## src/rtl/uart_pkg.sv

```systemverilog
// ---------------------------------------------------------------------------
// uart_pkg
// Shared types and constants for the UART transmitter with integrated FIFO.
//
// Contents:
//   parity_e       parity selection encoding (matches the parity_mode port)
//   tx_state_e     transmitter FSM states
//   MIN_DIV        smallest usable baud divisor; smaller values are clamped
//   parity_enabled helper telling whether a parity bit is inserted
// ---------------------------------------------------------------------------
package uart_pkg;

  typedef enum logic [1:0] {
    PAR_NONE = 2'd0,
    PAR_EVEN = 2'd1,
    PAR_ODD  = 2'd2,
    PAR_RSVD = 2'd3
  } parity_e;

  typedef enum logic [2:0] {
    IDLE,
    START,
    DATA,
    PARITY,
    STOP
  } tx_state_e;

  // A divisor of at least two guarantees the stop bit has a cycle before its
  // last one, which is where the registered frame_done pulse is set up.
  localparam int MIN_DIV = 2;

  // The reserved encoding behaves like "no parity".
  function automatic logic parity_enabled(input parity_e mode);
    return (mode == PAR_EVEN) || (mode == PAR_ODD);
  endfunction

endpackage

```

## src/rtl/uart_tx_fifo_sync_fifo.sv

```systemverilog
// ---------------------------------------------------------------------------
// sync_fifo
// Single-clock registered FIFO used as the transmit queue. No fall-through: a
// word written in one cycle is visible at the head from the next cycle on.
// full and empty come straight from the registered count, so a pop while full
// only frees space (full drops) in the following cycle.
//
// Ports:
//   clk, rst    clock and asynchronous active-high reset
//   push        write request; ignored while full
//   push_data   word to write
//   pop         read request; ignored while empty
//   pop_data    current head word (valid when !empty)
//   count       number of stored words, 0..DEPTH
//   full        count == DEPTH
//   empty       count == 0
// ---------------------------------------------------------------------------
module sync_fifo #(
  parameter int WIDTH = 8,
  parameter int DEPTH = 8
) (
  input  logic                     clk,
  input  logic                     rst,
  input  logic                     push,
  input  logic [WIDTH-1:0]         push_data,
  input  logic                     pop,
  output logic [WIDTH-1:0]         pop_data,
  output logic [$clog2(DEPTH):0]   count,
  output logic                     full,
  output logic                     empty
);

  localparam int AW = $clog2(DEPTH);
  localparam int CW = AW + 1;

  logic [WIDTH-1:0] mem_q [DEPTH];
  logic [AW-1:0]    wr_ptr_q, wr_ptr_d;
  logic [AW-1:0]    rd_ptr_q, rd_ptr_d;
  logic [CW-1:0]    count_q, count_d;
  logic             do_push;
  logic             do_pop;

  assign full     = (count_q == CW'(DEPTH));
  assign empty    = (count_q == '0);
  assign count    = count_q;
  assign pop_data = mem_q[rd_ptr_q];

  assign do_push = push && !full;
  assign do_pop  = pop && !empty;

  // Pointers are exactly log2(DEPTH) bits wide, so incrementing past the last
  // entry wraps to zero on its own.
  always_comb begin
    wr_ptr_d = wr_ptr_q;
    rd_ptr_d = rd_ptr_q;
    count_d  = count_q;
    if (do_push) begin
      wr_ptr_d = wr_ptr_q + AW'(1);
    end
    if (do_pop) begin
      rd_ptr_d = rd_ptr_q + AW'(1);
    end
    case ({do_push, do_pop})
      2'b10:   count_d = count_q + CW'(1);
      2'b01:   count_d = count_q - CW'(1);
      default: count_d = count_q;
    endcase
  end

  always_ff @(posedge clk or posedge rst) begin
    if (rst) begin
      wr_ptr_q <= '0;
      rd_ptr_q <= '0;
      count_q  <= '0;
    end else begin
      wr_ptr_q <= wr_ptr_d;
      rd_ptr_q <= rd_ptr_d;
      count_q  <= count_d;
    end
  end

  // Storage needs no reset; the pointers and count define what is valid.
  always_ff @(posedge clk) begin
    if (do_push) begin
      mem_q[wr_ptr_q] <= push_data;
    end
  end

endmodule

```

## src/rtl/uart_tx_fifo.sv

```systemverilog
// ---------------------------------------------------------------------------
// uart_tx_fifo
// UART transmitter with an integrated transmit FIFO. Words are queued over a
// valid/ready handshake and sent as: start bit, DATA_W data bits LSB first,
// optional parity bit, one or two stop bits. While words remain queued and
// tx_en is high, frames follow each other with no idle gap.
//
// Ports:
//   clk, rst      clock and asynchronous active-high reset
//   baud_div      clock cycles per bit (values below 2 act as 2)
//   parity_mode   0 none, 1 even, 2 odd, 3 none
//   two_stop      1 selects two stop bits
//   tx_en         permits new frames to start
//   wr_valid      write request
//   wr_data       word to queue
//   wr_ready      FIFO has space
//   tx_out        serial line, idle high
//   tx_busy       a frame is in progress
//   fifo_count    words currently queued
//   frame_done    one-cycle pulse during the last cycle of the final stop bit
//
// baud_div, parity_mode and two_stop are captured when a word is popped, so
// changing them mid-frame only affects the next frame.
// ---------------------------------------------------------------------------
module uart_tx_fifo
  import uart_pkg::*;
#(
  parameter int DATA_W = 8,
  parameter int DEPTH  = 8,
  parameter int DIV_W  = 16
) (
  input  logic                    clk,
  input  logic                    rst,
  input  logic [DIV_W-1:0]        baud_div,
  input  logic [1:0]              parity_mode,
  input  logic                    two_stop,
  input  logic                    tx_en,
  input  logic                    wr_valid,
  input  logic [DATA_W-1:0]       wr_data,
  output logic                    wr_ready,
  output logic                    tx_out,
  output logic                    tx_busy,
  output logic [$clog2(DEPTH):0]  fifo_count,
  output logic                    frame_done
);

  localparam int BW = $clog2(DATA_W + 1);

  logic [DATA_W-1:0] fifo_head;
  logic              fifo_empty;
  logic              fifo_full;
  logic              fifo_pop;

  tx_state_e         state_q, state_d;
  logic [DIV_W-1:0]  baud_cnt_q, baud_cnt_d;
  logic [DIV_W-1:0]  div_q, div_d;
  logic [BW-1:0]     bit_cnt_q, bit_cnt_d;
  logic [DATA_W-1:0] shift_q, shift_d;
  logic              par_bit_q, par_bit_d;
  parity_e           par_mode_q, par_mode_d;
  logic              two_stop_q, two_stop_d;
  logic              tx_out_q, tx_out_d;
  logic              frame_done_q, frame_done_d;

  logic [DIV_W-1:0]  div_eff;
  logic              bit_end;
  logic              can_start;
  logic              start_frame;
  logic              final_stop;

  sync_fifo #(
    .WIDTH (DATA_W),
    .DEPTH (DEPTH)
  ) u_fifo (
    .clk       (clk),
    .rst       (rst),
    .push      (wr_valid),
    .push_data (wr_data),
    .pop       (fifo_pop),
    .pop_data  (fifo_head),
    .count     (fifo_count),
    .full      (fifo_full),
    .empty     (fifo_empty)
  );

  assign wr_ready   = !fifo_full;
  assign tx_out     = tx_out_q;
  assign tx_busy    = (state_q != IDLE);
  assign frame_done = frame_done_q;

  assign div_eff    = (baud_div < DIV_W'(MIN_DIV)) ? DIV_W'(MIN_DIV) : baud_div;
  // The baud counter counts down from divisor-1; zero marks a bit's last cycle.
  assign bit_end    = (baud_cnt_q == '0);
  assign can_start  = tx_en && !fifo_empty;
  assign final_stop = !two_stop_q || (bit_cnt_q == BW'(1));

  // Next-state logic. tx_out is registered, so each transition sets the line
  // level for the bit that begins in the following cycle. Starting a frame is
  // shared by IDLE and the end of the last stop bit (back-to-back frames).
  always_comb begin
    state_d      = state_q;
    div_d        = div_q;
    bit_cnt_d    = bit_cnt_q;
    shift_d      = shift_q;
    par_bit_d    = par_bit_q;
    par_mode_d   = par_mode_q;
    two_stop_d   = two_stop_q;
    tx_out_d     = tx_out_q;
    frame_done_d = 1'b0;
    fifo_pop     = 1'b0;
    start_frame  = 1'b0;

    if (state_q == IDLE) begin
      baud_cnt_d = baud_cnt_q;
    end else if (bit_end) begin
      baud_cnt_d = div_q - DIV_W'(1);
    end else begin
      baud_cnt_d = baud_cnt_q - DIV_W'(1);
    end

    case (state_q)
      IDLE: begin
        tx_out_d = 1'b1;
        if (can_start) begin
          start_frame = 1'b1;
        end
      end

      START: begin
        if (bit_end) begin
          state_d   = DATA;
          tx_out_d  = shift_q[0];
          shift_d   = shift_q >> 1;
          bit_cnt_d = '0;
        end
      end

      DATA: begin
        if (bit_end) begin
          if (bit_cnt_q == BW'(DATA_W - 1)) begin
            if (parity_enabled(par_mode_q)) begin
              state_d  = PARITY;
              tx_out_d = par_bit_q;
            end else begin
              state_d   = STOP;
              tx_out_d  = 1'b1;
              bit_cnt_d = '0;
            end
          end else begin
            tx_out_d  = shift_q[0];
            shift_d   = shift_q >> 1;
            bit_cnt_d = bit_cnt_q + BW'(1);
          end
        end
      end

      PARITY: begin
        if (bit_end) begin
          state_d   = STOP;
          tx_out_d  = 1'b1;
          bit_cnt_d = '0;
        end
      end

      STOP: begin
        if (!bit_end) begin
          // Set up the pulse one cycle early so it lands on the final cycle.
          if (final_stop && (baud_cnt_q == DIV_W'(1))) begin
            frame_done_d = 1'b1;
          end
        end else if (final_stop) begin
          if (can_start) begin
            start_frame = 1'b1;
          end else begin
            state_d  = IDLE;
            tx_out_d = 1'b1;
          end
        end else begin
          bit_cnt_d = bit_cnt_q + BW'(1);
        end
      end

      default: begin
        state_d  = IDLE;
        tx_out_d = 1'b1;
      end
    endcase

    // Pop the head word and capture the frame configuration together, so the
    // whole frame uses one consistent divisor, parity and stop setting.
    if (start_frame) begin
      fifo_pop   = 1'b1;
      state_d    = START;
      tx_out_d   = 1'b0;
      shift_d    = fifo_head;
      div_d      = div_eff;
      baud_cnt_d = div_eff - DIV_W'(1);
      par_mode_d = parity_e'(parity_mode);
      two_stop_d = two_stop;
      par_bit_d  = (^fifo_head) ^ (parity_e'(parity_mode) == PAR_ODD);
    end
  end

  // All FSM state and the registered outputs. Reset drives the line high at
  // once, even in the middle of a frame.
  always_ff @(posedge clk or posedge rst) begin
    if (rst) begin
      state_q      <= IDLE;
      baud_cnt_q   <= '0;
      div_q        <= DIV_W'(MIN_DIV);
      bit_cnt_q    <= '0;
      shift_q      <= '0;
      par_bit_q    <= 1'b0;
      par_mode_q   <= PAR_NONE;
      two_stop_q   <= 1'b0;
      tx_out_q     <= 1'b1;
      frame_done_q <= 1'b0;
    end else begin
      state_q      <= state_d;
      baud_cnt_q   <= baud_cnt_d;
      div_q        <= div_d;
      bit_cnt_q    <= bit_cnt_d;
      shift_q      <= shift_d;
      par_bit_q    <= par_bit_d;
      par_mode_q   <= par_mode_d;
      two_stop_q   <= two_stop_d;
      tx_out_q     <= tx_out_d;
      frame_done_q <= frame_done_d;
    end
  end

endmodule

```

## config.mk

```make
export PLATFORM = sky130hd
export DESIGN_NAME = uart_tx_fifo
export DESIGN_NICKNAME = d
export VERILOG_FILES = /design/src/rtl/uart_pkg.sv /design/src/rtl/uart_tx_fifo_sync_fifo.sv /design/src/rtl/uart_tx_fifo.sv
export SDC_FILE = /design/constraint.sdc
export NUM_CORES = 1
export LEC_CHECK = 0
export ABC_AREA = 1
export CORE_MARGIN = 2
export CORE_UTILIZATION = 45
export CTS_BUF_LIST = sky130_fd_sc_hd__clkbuf_4
export DETAILED_ROUTE_END_ITERATION = 16
export PLACE_DENSITY = 0.65
export SETUP_SLACK_MARGIN = 0.5
export SLEW_MARGIN = 40
export SYNTH_ARGS = -nofsm -noshare
export SYNTH_HDL_FRONTEND = slang
export SYNTH_SLANG_ARGS = --single-unit
```

## constraint.sdc

```tcl
create_clock -name clk -period 3 [get_ports clk]
set_clock_uncertainty 0.15 [all_clocks]
set_input_delay 0.75 -clock clk [delete_from_list [all_inputs] [get_ports clk]]
set_output_delay 0.75 -clock clk [all_outputs]
set_load 0.02 [all_outputs]
```

==> flow_summary.yaml <==
outcome:
  status: "complete, no violations"
power_and_ir_drop:
  internal_power_uw: 4270
  ir_drop_uv: 666
  power_density_nw_per_um2: 917
  p_leak_uw: 0.00411
  pwr-share-comb_pct: 50.0
  clkPwrFrac_pct: 15.5
  power_frac_seq_pct: 34.5
  swShare_pct: 45.7
  power.net_switching_uw: 3590
detailed_routing:
  ant_nets: 0
  wl_um: 17000
  wire_per_inst_um: 13.7
  via_per_inst: 4.88
  first_iter_violations: 445
  vias: 6048
  drcViolationCount: 0
  drtPass1Iterations: 4
floorplan:
  die-area_sq_um: 17100
  die_h_um: 131
  initial_utilization_pct: 45.8
  core_sq_um: 15800
  fp.dieW_um: 131
  rows: 46
  num_io_pins: 39
setup_path:
  cp_top_family: "simple AND/OR/NAND/NOR gates"
  slowest_delay_ns: 0.41
  crit_required_ns: 3.31
  arrival_ns: 2.91
  end_kind: "register"
  path_cells: "inv_2, ha_4, nand3_4, nor2_4, nand2_4, o21ai_4, nand2_4, clkinv_4, ha_4, ha_1, nand2_1, nor2_1, a211oi_2, nor2_1, nor2_1, nand2_1, xor2_1"
  path_depth: 17
  crit_slowest_cell: "dfrtp_1"
  crit_top_cell: "nor2_1"
  r2r_cells: 17
  crit_path_start_kind: "register"
  crit_fanout: 4
  reg2reg_slack_ns: 0.40
  crit_buf_inv: 2
  crit_type: "register to register"
global_routing:
  grt_pass1_wl_um: 27500
  antenna_found_initial: 1
  grt_max_degree: 41
  grt_use_total_pct: 21.2
  grt-ovfl-total: 0
  grt_pass1_vias: 5607
timing:
  finalMaxSlewViolations: 0
  hold_viol: 0
  tightest_slew_ns: 0.630
  fin_crit_sh_pct: 86.8
  setup_ws_ns: 0.396
  slew_headroom_pct: 57.9
  clock.fmax_mhz: 384
  rsz0062_at_grt: "true"
  setup_viol_count_final: 0
  fin_crit_ns: 2.60
clocking:
  htree_levels: 4
  clkSinkCount: 127
  clock_latency_ns: 0.57
  cts-hold-fix-buffers: 0
  clk_path_buf_depth: 2
  path_clk_slew_ns: 0.13
  numCtsBuffers: 17
  cts_tree: "built"
  cts_root_buf: "clkbuf_4"
synthesis:
  syn_nets: 968
  netlist_instances: 925
  synth_area_per_cell_sq_um: 7.81
  ys_types: 44
  ys_seq_area_share_pct: 48.4
  synth_seq_cells: 127
  synth-async-reset-ratio_pct: 49.6
  ys_warn_count: 0
  ys.flop_type: "edfxtp_1"
  synth_edf_count: 64
  synth_area_sq_um: 7230
placement:
  gp_congestion: 0.904
  dpl_worst_slack_ns: -0.0580
  hpwl_um: 12000
  io_buffers: 38
final_layout:
  final_core_util_pct: 54.3
  nFillCells: 1529
  final_nets: 1052
  layout-drive-gt1-share_pct: 13.4
  area_growth_pct: 18.6
flow_run:
  cap_violations: 0
hold_path:
  hold_depth: 2
  hp-class: "register to register"
[sequential cells by signal, summed over array words and instances, names as in the netlist, 3 cells and up]
name / flops
u_fifo.rd_ptr_q: 3
u_fifo.count: 4
div_q: 16
baud_cnt_q: 16
bit_cnt_q: 4
shift_q: 8
u_fifo.mem_q: 64
state_q: 3
u_fifo.wr_ptr_q: 3
[kinds of logic after synthesis]
family / share of synthesized area (%)
simple gates: 29.2
flops: 48.4
fa+ha+maj: 2.18
buf+inv: 8.83
compound gates: 8.17
xor+xnor: 3.15
[routing by layer]
layer  track usage [%]  vias up  share of wire, %
met5                 0        -                 0
met1              27.0     2768                44
li1                  -     3125                 -
met3              4.40       31               4.1
met2              35.8      124                49
met4              8.07        0               2.3
[Yosys cell counts (9+ instances only)]
master / count / area [sq um]
o21ai_0: 51 / 255
edfxtp_1: 64 / 1920
xor2_1: 22 / 193
nand2_1: 313 / 1170
dfrtp_1: 61 / 1530
buf_2: 16 / 80.1
ha_1: 11 / 138
a21oi_1: 10 / 50.1
inv_1: 125 / 469
o21ai_1: 12 / 60.1
nand3_1: 72 / 360
nor3_1: 9 / 45.0
nor2_1: 76 / 285
o211ai_1: 15 / 113
[metrics by stage]
step / std cells / setup TNS [ns] / total power, uW / instance area [sq um] / hold WS [ns]
after floorplan: 925 / 0 / 5620 / 7290 / 0.292
final: 1239 / 0 / 7860 / 8570 / 0.343
after CTS: 1235 / 0 / 7890 / 8490 / 0.343
after global routing: 1239 / 0 / 8600 / 8570 / 0.358
after detailed placement: 1199 / -0.109 / 6650 / 8170 / 0.313
after global placement: 1199 / -0.0428 / 6580 / 8170 / 0.310
[placed cells by master, fill, tap and decap left out, types with 9 or more instances in the layout]
master and n:
a21oi_1 10, edfxtp_1 64, clkdlybuf4s50_1 24, clkbuf_4 17, dfrtp_1 60, o21ai_1 17
nand3_1 72, nor2_2 12, nor2_1 68, xor2_1 22, nor3_1 9, buf_4 49
o211ai_1 15, nand2_1 309, inv_1 121, o21ai_0 46
[worst reg2reg max path: cells and delay by family (launching register included)]
family	cells	cell delay [ns]
compound gates	2	0.35
fa+ha+maj	3	0.54
simple gates	9	0.75
flops	1	0.41
xor+xnor	1	0.14
buf+inv	2	0.16
[path summary, 6_finish.rpt]
path | startpoint | to
max | baud_cnt_q[0] | u_fifo.count[3]
min | shift_q[1] | shift_q[1]
max reg2reg | baud_cnt_q[0] | u_fifo.count[3]
min reg2reg | shift_q[1] | shift_q[1]
max in group asynchronous | rst | div_q[1]
min in group asynchronous | rst | u_fifo.wr_ptr_q[0]
[power by group through the flow]
stage,sequential (uW),clock (uW),combinational [uW]
global route,2770,1310,4510
global placement,2740,0,3840
finish,2710,1220,3930
detailed placement,2750,0,3900
CTS,2700,1250,3930
floorplan,2690,0,2920
[repair_timing]
| item | in CTS | in global routing |
|---|---|---|
| gates resized for setup | 11 | 30 |
| setup endpoints to repair | 8 | 12 |
| buffers inserted | 4 | 3 |
| pin swaps | 1 | 11 |
[final cells by class]
cell class                 count  area, sq um  share of cell area (%)
multi-input combinational    641         3180                    37.1
timing repair buffer          91          826                    9.64
tap                          216          270                    3.15
clock buffer                  17          128                    1.49
antenna                        1         2.50                  0.0292
inverter                     131          499                    5.83
sequential                   127         3500                    40.9
clock inverter                15          160                    1.87
Power figures use the tool's default switching activity.
